==> src/rtl/mfhi_mflo_control.sv <==
// Moore control unit: fetches an instruction, then executes mfhi / mflo / nop / halt.
// Optional macro CU_MEMWAIT_EN: T1 stretches until mem_rdy reports valid read data.
module mfhi_mflo_control (
    input  logic        clock,
    input  logic        clr,
    input  logic [31:0] ir,
    input  logic        mem_rdy,
    output logic [31:0] enc_input,
    output logic [31:0] reg_enable,
    output logic        incPC,
    output logic        read,
    output logic        write,
    output logic        Rin,
    output logic        Rout,
    output logic        BAout,
    output logic        conIn,
    output logic [3:0]  Gra,
    output logic [3:0]  Grb,
    output logic [3:0]  Grc,
    output logic [5:0]  ALU_Sel,
    output logic        run,
    output logic        illegal,
    output logic [15:0] instr_count
);

    typedef enum logic [2:0] {
        ST_RST  = 3'd0,
        ST_T0   = 3'd1,
        ST_T1   = 3'd2,
        ST_T2   = 3'd3,
        ST_T3   = 3'd4,
        ST_HALT = 3'd5
    } state_t;

    localparam logic [4:0] OP_MFHI = 5'b11000;
    localparam logic [4:0] OP_MFLO = 5'b11001;
    localparam logic [4:0] OP_NOP  = 5'b11010;
    localparam logic [4:0] OP_HALT = 5'b11011;

    localparam int SEL_HI  = 16;
    localparam int SEL_LO  = 17;
    localparam int SEL_PC  = 20;
    localparam int SEL_MDR = 22;
    localparam int EN_IR   = 21;
    localparam int EN_MDR  = 22;
    localparam int EN_MAR  = 23;

    state_t      state_q, state_d;
    logic [15:0] instr_count_q, instr_count_d;
    logic        illegal_q, illegal_d;
    logic [4:0]  opcode_s;
    logic [3:0]  ra_s;
    logic        known_op_s;
    logic        unused_ir_s;

    assign opcode_s = ir[31:27];
    assign ra_s     = ir[26:23];
    assign known_op_s = (opcode_s == OP_MFHI) || (opcode_s == OP_MFLO) ||
                        (opcode_s == OP_NOP)  || (opcode_s == OP_HALT);

`ifdef CU_MEMWAIT_EN
    assign unused_ir_s = ^ir[22:0];
`else
    assign unused_ir_s = ^{ir[22:0], mem_rdy};
`endif

    // State, retired-instruction counter and sticky illegal flag
    always_ff @(posedge clock) begin
        if (clr) begin
            state_q       <= ST_RST;
            instr_count_q <= 16'd0;
            illegal_q     <= 1'b0;
        end else begin
            state_q       <= state_d;
            instr_count_q <= instr_count_d;
            illegal_q     <= illegal_d;
        end
    end

    // Next-state sequencing
    always_comb begin
        state_d = state_q;
        case (state_q)
            ST_RST:  state_d = ST_T0;
            ST_T0:   state_d = ST_T1;
            ST_T1: begin
`ifdef CU_MEMWAIT_EN
                if (mem_rdy) begin
                    state_d = ST_T2;
                end else begin
                    state_d = ST_T1;
                end
`else
                state_d = ST_T2;
`endif
            end
            ST_T2:   state_d = ST_T3;
            ST_T3: begin
                if (opcode_s == OP_HALT) begin
                    state_d = ST_HALT;
                end else begin
                    state_d = ST_T0;
                end
            end
            ST_HALT: state_d = ST_HALT;
            default: state_d = ST_RST;
        endcase
    end

    // Every T3 edge retires one instruction; unknown opcodes latch the flag
    always_comb begin
        if (state_q == ST_T3) begin
            instr_count_d = instr_count_q + 16'd1;
            illegal_d     = illegal_q | ~known_op_s;
        end else begin
            instr_count_d = instr_count_q;
            illegal_d     = illegal_q;
        end
    end

    // Moore output decode from present state (and ir in T3)
    always_comb begin
        enc_input  = 32'd0;
        reg_enable = 32'd0;
        incPC      = 1'b0;
        read       = 1'b0;
        write      = 1'b0;
        Rin        = 1'b0;
        Rout       = 1'b0;
        BAout      = 1'b0;
        conIn      = 1'b0;
        Gra        = 4'd0;
        Grb        = 4'd0;
        Grc        = 4'd0;
        ALU_Sel    = 6'd0;
        run        = 1'b1;
        case (state_q)
            ST_T0: begin
                enc_input[SEL_PC]  = 1'b1;
                reg_enable[EN_MAR] = 1'b1;
                incPC              = 1'b1;
            end
            ST_T1: begin
                read               = 1'b1;
                reg_enable[EN_MDR] = 1'b1;
            end
            ST_T2: begin
                enc_input[SEL_MDR] = 1'b1;
                reg_enable[EN_IR]  = 1'b1;
            end
            ST_T3: begin
                case (opcode_s)
                    OP_MFHI: begin
                        enc_input[SEL_HI] = 1'b1;
                        Rin               = 1'b1;
                        Gra               = ra_s;
                    end
                    OP_MFLO: begin
                        enc_input[SEL_LO] = 1'b1;
                        Rin               = 1'b1;
                        Gra               = ra_s;
                    end
                    default: begin
                        Rin = 1'b0;
                    end
                endcase
            end
            ST_HALT: run = 1'b0;
            default: run = 1'b1;
        endcase
    end

    assign illegal     = illegal_q;
    assign instr_count = instr_count_q;

endmodule

==> config.mk <==
export PLATFORM = sky130hd
export DESIGN_NAME = mfhi_mflo_control
export DESIGN_NICKNAME = d
export VERILOG_FILES = /design/src/rtl/mfhi_mflo_control.sv
export SDC_FILE = /design/constraint.sdc
export NUM_CORES = 1
export LEC_CHECK = 0
export BUFFER_PORTS_ARGS = -buffer_cell sky130_fd_sc_hd__buf_2
export CAP_MARGIN = 40
export CORE_MARGIN = 2
export CORE_UTILIZATION = 38
export CTS_BUF_LIST = sky130_fd_sc_hd__clkbuf_16
export DETAILED_ROUTE_END_ITERATION = 16
export GPL_TIMING_DRIVEN = 0
export PLACE_DENSITY = 0.93
export SYNTH_ARGS = -nofsm -noshare
export SYNTH_HDL_FRONTEND = slang
export SYNTH_SLANG_ARGS = --single-unit
==> constraint.sdc <==
create_clock -name clock -period 2.29 [get_ports clock]
set_clock_uncertainty 0.15 [all_clocks]
set_input_delay 0.229 -clock clock [delete_from_list [all_inputs] [get_ports clock]]
set_output_delay 0.229 -clock clock [all_outputs]
set_load 0.005 [all_outputs]
After elaboration in Yosys (flattened, before gate mapping). Index checks and enable logic that the tools add are counted.

Latch bits: 0. Bits of input ports: 35. Bits in writable memories: 0. Memory bits (read-only): 0. Output and inout port bits: 107. Word-level logic and storage cells: 33. Flip-flop bits (word level): 20. Memories kept: 0.

Multiplexer cells: 13. Reduce and logical (&&, ||, !) cells: 5. Divide/modulo/power cells: 0. Shift operators: 0. $add $sub $neg: 1. Multiply operators: 0. Equality and inequality tests: 9. Bitwise gates (word level): 2. Magnitude comparators: 0.

Operator list (count): $eq 5x5->1 const B (4); $pmux 3 s6 (1); $add 16x1->16 const B (1); $mux 1 (8); $mux 4 (2); $eq 3x2->1 const B (2); $eq 3x3->1 const B (2); $eq 3x1->1 const B (1); $logic_not 3->1 (1); $logic_or 1x1->1 (3); $mux 3 (1); $mux 2 (1); $reduce_or 2->1 (1); $not 1->1 (1); $or 1x1->1 (1).

Logic depth before layout (Yosys ltp). Gate-level depths: netlist of run 1.

Depth after elaboration: 6. Gate-level depth with buffers: 6. Mapped depth without buffers: 5.

Worst setup path after synthesis of run 1. OpenSTA, ideal clock, no wires.

Path type: register -> register. Start point: register instr_count_q[5] (netlist: instr_count[5]). End point: register instr_count_q[15] (netlist: instr_count[15]). Data required time: 2070 ps. Cell stages (with the launch flop): 6. Clock period less this slack: 1848 ps. Library setup time: 70 ps. Arrival time: 1628 ps. Setup slack: 442 ps. Buffers on the path: 1. Cell sequence: dfxtp_1 -> nand4_2 -> or3_1 -> clkbuf_2 -> or4_1 -> a21oi_1.

Cells in the longest elaborated chain, start to end: 1.

RTL lines: start, declared (RTL line 49) `logic [15:0] instr_count_q, instr_count_d;`; start signal, assigned (RTL line 75) `instr_count_q <= instr_count_d;`; $add 16x1->16 (RTL line 113) `instr_count_d = instr_count_q + 16'd1;`.

Every way passes these cells. A chain may end at the register's enable or synchronous reset.

Worst setup path after layout of run 1.
Start point: register state_q[2]. End point: output port enc_input[16].

Cells in the longest elaborated chain, start to end: 2.

RTL lines: start, declared (RTL line 48) `state_t state_q, state_d;`; start signal, assigned (RTL line 74) `state_q <= state_d;`; $eq 3x3->1 (RTL line 137) `case (state_q)`; $mux 2 (RTL line 137); end, declared (RTL line 8) `output logic [31:0] enc_input,`.

Every way passes these cells.

==> results of run 1 <==
kinds of logic after synthesis:
| kind of cell | after synthesis | share of synthesized area (%) |
|---|---|---|
| adder cells (fa/ha/maj) | 1 | 0.7904 |
| buffers and inverters | 88 | 40.63 |
| XOR/XNOR | 11 | 6.087 |
| AO/OA/AOI/OAI | 15 | 5.454 |
| other | 1 | 0.2369 |
| AND/OR/NAND/NOR | 59 | 21.50 |
| flip-flops | 20 | 25.30 |
metrics by stage:
| step | setup WS [ps] | hold slack (ps) | cells | power [mW] |
|---|---|---|---|---|
| 2_1_floorplan | 442.3 | 247.7 | 269 | 0.5358 |
| 3_3_place_gp | 398.1 | 292.7 | 360 | 0.5620 |
| 3_5_place_dp | 329.7 | 300.0 | 360 | 0.5649 |
| 4_1_cts | 93.42 | 133.3 | 363 | 0.9124 |
| 5_1_grt | 122.1 | 146.7 | 363 | 0.9535 |
| 6_report | 230.8 | 136.5 | 363 | 0.9101 |
worst max-delay path, delay by kind of cell (launching register included):
| kind | cells | cell delay [ps] |
|---|---|---|
| buffers and inverters | 3 | 490 |
| and+or+nand+nor | 2 | 630 |
| DFF | 1 | 310 |
per-layer routing:
metal,global-route usage (%),share of wire (%),vias to the layer above
li1,-,-,726
met1,12.73,37,568
met2,21.75,50,69
met3,3.247,12,4
met4,4.500,1.7,0
met5,0,0,-
worst paths after layout:
check	cells after the start	end	slack, ps
worst max-delay path	5	enc_input[16]	230
worst min-delay path	2	instr_count[4]	140
worst max register to register	5	instr_count[15]	300
worst min register to register	2	illegal	310
cell usage in the layout, fill, tap and decap left out:
cell type	instances
a221oi_1	1
conb_1	75
nor2_1	12
xnor2_1	8
nor3b_4	1
o21ai_0	4
buf_6	1
or3_2	1
nand2_1	7
nor3b_1	1
ha_1	1
nor4_1	4
nor3_1	4
and3_1	1
or4_1	2
buf_2	44
a21oi_1	7
or3_1	4
nand3_1	5
nand4_1	4
a211oi_1	1
clkbuf_2	1
buf_4	80
nor3_2	1
clkbuf_16	3
inv_1	2
dfxtp_1	20
and2_1	6
or3b_4	1
nor2b_1	2
nand4_2	1
o31ai_1	2
clkbuf_1	1
xor2_1	3
nand3b_1	2
registers in the layout, indices dropped and copies added (netlist names):
name / flops
instr_count: 16
state_q: 3
illegal: 1
power groups by stage:
stage	clock network [mW]	logic (mW)	registers (mW)
global route	0.362	0.234	0.357
global placement	0	0.198	0.364
CTS	0.355	0.201	0.356
finish	0.347	0.206	0.357
floorplan	0	0.172	0.364
detailed placement	0	0.201	0.364
area by class of cell:
cell class | instances | area share, %
sequential | 20 | 18.13
buffer | 86 | 28.78
tap | 50 | 2.833
clock buffer | 3 | 3.399
timing repair buffer | 41 | 9.292
multi-input combinational | 161 | 37.22
inverter | 2 | 0.3399
repair_timing:
action,CTS,global route
endpoints found under the setup margin,0,5
hold buffers,0,0
buffers inserted,0,0
gates resized for setup,0,1
==> results.txt, run 1 <==
Run status: finished, final reports clean
# nets final: 351
Peak VDD IR: 0.3919 mV
Clock buffer depth: 2
Crit-path max cell delay: 410 ps
Synth area leaders: buf_4, dfxtp_1, xnor2_1
Max Cap Viol: 0
CTS buffer count: 3
GRT Total Usage: 11.83%
Yosys warning count: 0
Post-DP HPWL: 2569 µm
Initial Utilization: 39.57%
Die ar.: 4698 µm²
CP Capture Type: primary output
Placed Area: 2128 µm²
Fin. max-slew vios: 0
Final Util: 55.21%
Cell mode on critical path: buf_2
Yosys reg bits: 20
GP Congestion: 0.8284
Max frequency: 0.4856 GHz
Share of power burned in registers: 39.2%
Final instance area: 2208 µm²
# port buffers: 41
Die height: 68.54 µm
Mean Syn Cell Area: 8.117 µm²
Vias in the first global route: 1,050
Top cell type's share of synthesized area: 37.94%
Cell accounting for the most synthesized area: buf_4
H-tree Lvls: 1
Layout fillers: 388
Post-layout minimum cycle time: 2059 ps
RSZ-0062 raised after global routing: no
Diodes inserted: 0
Worst R2R Start: instr_count[4]
Final wirelength: 3042 µm
Antenna violations before repair: 0
Most numerous cell in the Yosys netlist: buf_4
Layout cells sized above 1: 42.81%
Vias/cell: 3.766
Sw Pwr: 0.2041 mW
First-pass GRT wire length: 4229 µm
Worst path required time: 1910 ps
Worst-path cell chain: buf_4 -> or3b_4 -> buf_2 -> nor4_1 -> buf_2
I/O pin count: 142
Max FO, Critical Path: 10
Cell Area, Synth: 1583 µm²
Core box area: 4000 µm²
Initial DRT Pass Iterations: 4
Total grt overflow: 0
First-iteration detailed-routing DRC count: 32
Clock root cell: clkbuf_16
FFs w/ async S/R, synth: 0%
Antenna Violating Nets Remaining: 0
P per Cell Area: 412.1 nW/µm²
Clk slew on worst S/H paths: 50 ps
Setup crit start kind: flip-flop
Post-synthesis cell count: 195
Storage cell area: 400.4 µm²
Worst Setup SP: state_q[2]
Setup TNS: 0 ps
Distinct cells, synth: 33
Std cell rows: 23
Top FF cell, synth: dfxtp_1
Worst skew pair latency: 250 ps
Total internal power: 0.7060 mW
Final Hold Vio Count: 0
Hold wc startpoint: clr
Clock sink count: 20
CP Data Arrival Time: 1680 ps
Seq/Total Area, Yosys: 25.30%
WS Path Type: flip-flop to primary output
Commonest cells post-synth: buf_4, dfxtp_1, nor2_1, xnor2_1
P_leak: 1.231 nW
# DRC: 0
Clock power share: 38.2%
Die extent in x: 68.54 µm
Multi-input logic area: 822.0 µm²
Average wire per standard cell: 8.380 µm
Switching part of the total: 22.43%
Final setup fails: 0
CTS tree: done
Max stage delay cell, worst path: or3b_4
Largest net degree at the start of global routing: 11
Area grow syn2layout: 39.53%
Final period util: 89.92%
Combinational power share: 22.7%
Vias after detailed routing: 1,367
Hold Crit Class: input pin to flip-flop
Number of flops mapped to enable cells by yosys: 0
No activity file was read; power rests on OpenSTA's default activity.
==> run 2, diff against run 1 <==
PLACE_DENSITY = 0.81   (was 0.93)
==> results.txt, run 2 (synthesis gave the netlist of run 1 again) <==
Run status: finished, final reports clean
Max stage delay cell, worst path: or3b_4
Final Hold Vio Count: 0 (unchanged)
Antenna violations before repair: 0 (unchanged)
Worst path required time: 1910 ps (about the same)
Hold wc startpoint: clr
Final wirelength: 3073 µm (+1.0%)
Layout fillers: 388 (unchanged)
Largest net degree at the start of global routing: 13 (+2)
Layout cells sized above 1: 42.99% (+0.18 points)
Die ar.: 4698 µm² (unchanged)
Clock buffer depth: 2 (unchanged)
Max FFs per register: 16 (unchanged)
Diodes inserted: 0 (unchanged)
RSZ-0062 raised after global routing: no
CTS tree: done
Max frequency: 0.4792 GHz (-1.3%)
CP Data Arrival Time: 1710 ps (+30 ps)
GRT Total Usage: 11.81% (-0.016 points)
Post-layout minimum cycle time: 2087 ps (+27.45 ps)
I/O pin count: 142 (unchanged)
Total grt overflow: 0 (unchanged)
Most common cell after layout, fill and taps aside: buf_4
Crit-path max cell delay: 420 ps (about the same)
CP delay by family, top: simple AND/OR/NAND/NOR gates
Clock root cell: clkbuf_16
P per Cell Area: 464.1 nW/µm² (+13%)
# port buffers: 41 (unchanged)
First-pass GRT wire length: 4312 µm (+2.0%)
Worst Setup SP: state_q[2]
Initial Utilization: 39.57% (unchanged)
Antenna Violating Nets Remaining: 0 (unchanged)
First-iteration detailed-routing DRC count: 16 (-50%)
H-tree Lvls: 1 (unchanged)
Vias after detailed routing: 1,371 (+0.29%)
Peak VDD IR: 0.3303 mV (-16%)
Final setup fails: 0 (unchanged)
Hold Crit Class: input pin to flip-flop
WS Path Type: flip-flop to primary output
Std cell rows: 23 (unchanged)
Non-Filler Instances: 364 (+0.28%)
Worst R2R Start: state_q[2]
GP Congestion: 0.7608 (-8.2%)
Vias/cell: 3.766 (about the same)
# nets final: 351 (unchanged)
Place WS: 294.9 ps (-34.79 ps)
Setup TNS: 0 ps (unchanged)
P_leak: 1.245 nW (+1.1%)
Core box area: 4000 µm² (unchanged)
Worst-path cell chain: buf_4 -> or3b_4 -> nor3_2 -> and2_1 -> buf_2
Final worst slack: 203.3 ps (-27.45 ps)
Area grow syn2layout: 41.42%
Setup crit start kind: flip-flop
Post-DP HPWL: 2520 µm (-1.9%)
CTS buffer count: 3 (unchanged)
Average wire per standard cell: 8.442 µm (+0.74%)
CP Capture Type: primary output
Die extent in x: 68.54 µm (unchanged)
# DRC: 0 (unchanged)
Storage cell area: 400.4 µm² (unchanged)
Max Cap Viol: 0 (unchanged)
Bufs and invs on worst path: 2 (-1)
Clk slew on worst S/H paths: 60 ps (about the same)
Die height: 68.54 µm (unchanged)
Fin. max-slew vios: 0 (unchanged)
Max FO, Critical Path: 9 (-1)
Vias in the first global route: 1,044 (-0.57%)
Worst skew pair latency: 250 ps (about the same)
Initial DRT Pass Iterations: 4 (unchanged)
# hold bufs at CTS: 0 (unchanged)
Clock sink count: 20 (unchanged)
Final period util: 91.12% (+1.2 points)
Most frequent cells in the layout: buf_4, conb_1, buf_2
Multi-input logic area: 822.0 µm² (unchanged)
Placed Instances: 360 (unchanged)
==> run 2: per-stage QoR <==
stage / total power, mW / hold slack [ps] / instance area, µm² / utilization, %
after floorplan: 0.5358 / 247.7 / 1861 / -
after global placement: 0.5622 / 295.1 / 2128 / 53.21
after detailed placement: 0.5643 / 316.6 / 2128 / 53.21
after CTS: 1.038 / 134.4 / 2233 / 55.83
after global routing: 1.084 / 142.7 / 2238 / 55.96
final: 1.039 / 127.8 / 2238 / 55.96
==> run 2: layer usage <==
metal  track usage [%]  share of wire, %
met1             13.47                39
met2             22.00                48
met3             2.922                12
met4             2.500              0.46
met5                 0                 0
==> run 2: final timing paths <==
kind / cells after the start / endpoint / slack [ps]
max: 5 / Gra[2] / 200
min: 2 / instr_count[1] / 130
max reg2reg: 5 / instr_count[13] / 270
min reg2reg: 2 / illegal / 330
==> run 2: area by class of cell <==
cell class                      count  share of cell area (%)
Multi-Input combinational cell    161                   36.72
Clock inverter                      1                   1.342
Timing Repair Buffer               41                   9.167
Buffer                             86                   28.40
Tap cell                           50                   2.795
Clock buffer                        3                   3.354
Sequential cell                    20                   17.89
Inverter                            2                  0.3354
==> run 2: timing repair <==
item                                    4_1_cts  5_1_grt
buffers inserted                              0        0
endpoints found under the setup margin        0        5
resized for setup                             0        1
==> run 2: power breakdown <==
group          leakage (nW)  total (mW)  internal, mW  switching, mW
sequential            0.162       0.356         0.354        0.00244
combinational          1.03       0.207         0.122         0.0847
clock                0.0511       0.476         0.347          0.130
==> run 3, diff against run 2 <==
CORE_UTILIZATION = 34   (was 38)
PLACE_DENSITY = 0.77   (was 0.81)
clock period = 1.7 ns   (was 2.29 ns; I/O delays follow)
==> results.txt, run 3 (synthesis gave the netlist of run 1 again) <==
Diodes inserted: 0 (unchanged)
Die extent in x: 72.23 µm (+5.4%)
Antenna violations before repair: 0 (unchanged)
Worst hold endpoint: instr_count[11]
Vias after detailed routing: 1,436 (+4.7%)
Clk slew on worst S/H paths: 50 ps (about the same)
Hold wc startpoint: clr
Area grow syn2layout: 60.08%
Peak VDD IR: 0.2852 mV (-14%)
Vias/cell: 3.809 (+1.1%)
Post-layout minimum cycle time: 1925 ps
Die height: 72.23 µm (+5.4%)
Fin. max-slew vios: 0 (unchanged)
Run status: finished, violations left
CTS buffer count: 3 (unchanged)
Most common cell after layout, fill and taps aside: buf_4
# nets final: 362 (+3.1%)
Average wire per standard cell: 9.565 µm (+13%)
P per Cell Area: 501.4 nW/µm² (+8.1%)
P_leak: 1.433 nW (+15%)
Max FO, Critical Path: 7 (-2)
First-iteration detailed-routing DRC count: 68 (+52)
Setup TNS: -1986 ps (-1986 ps)
Antenna Violating Nets Remaining: 0 (unchanged)
Place WS: -249.0 ps (-544.0 ps)
Clock root cell: clkbuf_16
Initial DRT Pass Iterations: 4 (unchanged)
Layout cells sized above 1: 52.62% (+9.6 points)
Worst R2R Start: state_q[0]
Slew margin rel.: 66.64%
Final wirelength: 3606 µm (+17%)
Worst slew pin tran: 500.4 ps
Largest net degree at the start of global routing: 12 (-1)
CP Data Arrival Time: 1610 ps (-100 ps)
Worst skew pair latency: 250 ps (about the same)
Worst Setup SP: state_q[0]
Setup crit start kind: flip-flop
GRT Total Usage: 13.08% (+1.3 points)
WS Path Type: flip-flop to primary output
# port buffers: 41 (unchanged)
Worst path required time: 1380 ps (-530 ps)
Clock sink count: 20 (unchanged)
Most frequent cells in the layout: buf_4, conb_1, buf_2
Die ar.: 5217 µm² (+11%)
Hold Crit Depth: 2 (unchanged)
H-tree Lvls: 1 (unchanged)
Initial Utilization: 35.86% (-3.7 points)
CP Capture Type: primary output
Final setup fails: 18 (+18)
Std cell rows: 24 (+4.3%)
I/O pin count: 142 (unchanged)
# hold bufs at CTS: 0 (unchanged)
Max frequency: 0.5194 GHz
R2r worst-path depth: 5 (unchanged)
Clock buffer depth: 2 (unchanged)
Reg-to-reg endpoint: instr_count[14]
Core box area: 4414 µm² (+10%)
Hold Crit Class: input pin to flip-flop
Final Hold Vio Count: 0 (unchanged)
First-pass GRT wire length: 5409 µm (+25%)
Max FFs per register: 16 (unchanged)
Flop2flop setup slack: -170 ps (-440 ps)
Vias in the first global route: 1,131 (+8.3%)
GP Congestion: 0.7337 (-3.6%)
Final period util: 113.3%
RSZ-0062 raised after global routing: yes
Total grt overflow: 0 (unchanged)
Failing checks: setup timing
Hold slack: 70.55 ps (-57.28 ps)
Post-DP HPWL: 2636 µm (+4.6%)
Final worst slack: -225.3 ps (-428.6 ps)
Max Cap Viol: 0 (unchanged)
CTS tree: done
# DRC: 0 (unchanged)
[run 3: changes by cell type in the layout (fill, tap and decap cells not counted), sizes merged]
cell and change:
clkbuf -1, buf +12, bufinv -1, inv +1
[run 3: critical path: stages, from the launching register on]
cell and delay [ps]:
dfxtp_1 300, buf_6 120, or3b_4 410, buf_8 150, nor4_4 210, buf_2 160
[run 3: how the worst max path moves through the flow]
stage / end / cells after the start
2_1_floorplan: instr_count[14] / 5
5_1_grt: Gra[0] / 5
6_report: enc_input[16] / 5
3_5_place_dp: instr_count[15] / 5
4_1_cts: Gra[0] / 5
3_3_place_gp: instr_count[13] / 5
[run 3: report_power, final]
part / internal (mW) / total, mW / switching, mW
registers: 0.471 / 0.476 / 0.00508
clock network: 0.313 / 0.480 / 0.167
logic: 0.185 / 0.314 / 0.128
[run 3: area by class of cell]
class | count | area (µm²)
inverter | 2 | 7.507
fill | 409 | 1881
buffer | 84 | 639.4
clock buffer | 3 | 75.07
multi-input combinational | 161 | 999.7
timing repair buffer | 54 | 322.8
clock inverter | 1 | 3.754
sequential | 20 | 420.4
tap | 52 | 65.06
[run 3: metrics by stage]
stage / power [mW] / std cells / instance area, µm² / utilization, %
6_report: 1.271 / 377 / 2534 / 57.40
5_1_grt: 1.329 / 377 / 2534 / 57.40
4_1_cts: 1.266 / 373 / 2491 / 56.43
3_5_place_dp: 0.7563 / 362 / 2193 / 49.69
3_3_place_gp: 0.7536 / 362 / 2193 / 49.69
2_1_floorplan: 0.7189 / 269 / 1923 / -
[run 3: repair_timing]
action,CTS,global route
buffers inserted,8,5
gates resized for setup,33,5
pin swaps,17,11
endpoints found under the setup margin,18,25
[run 3: routing by layer]
metal,part of all wire (%),vias to the layer above,GRT usage (%)
li1,-,754,-
met5,0,-,0
met3,7.8,4,3.056
met2,51,59,23.04
met4,1.1,0,3.774
met1,40,619,15.80
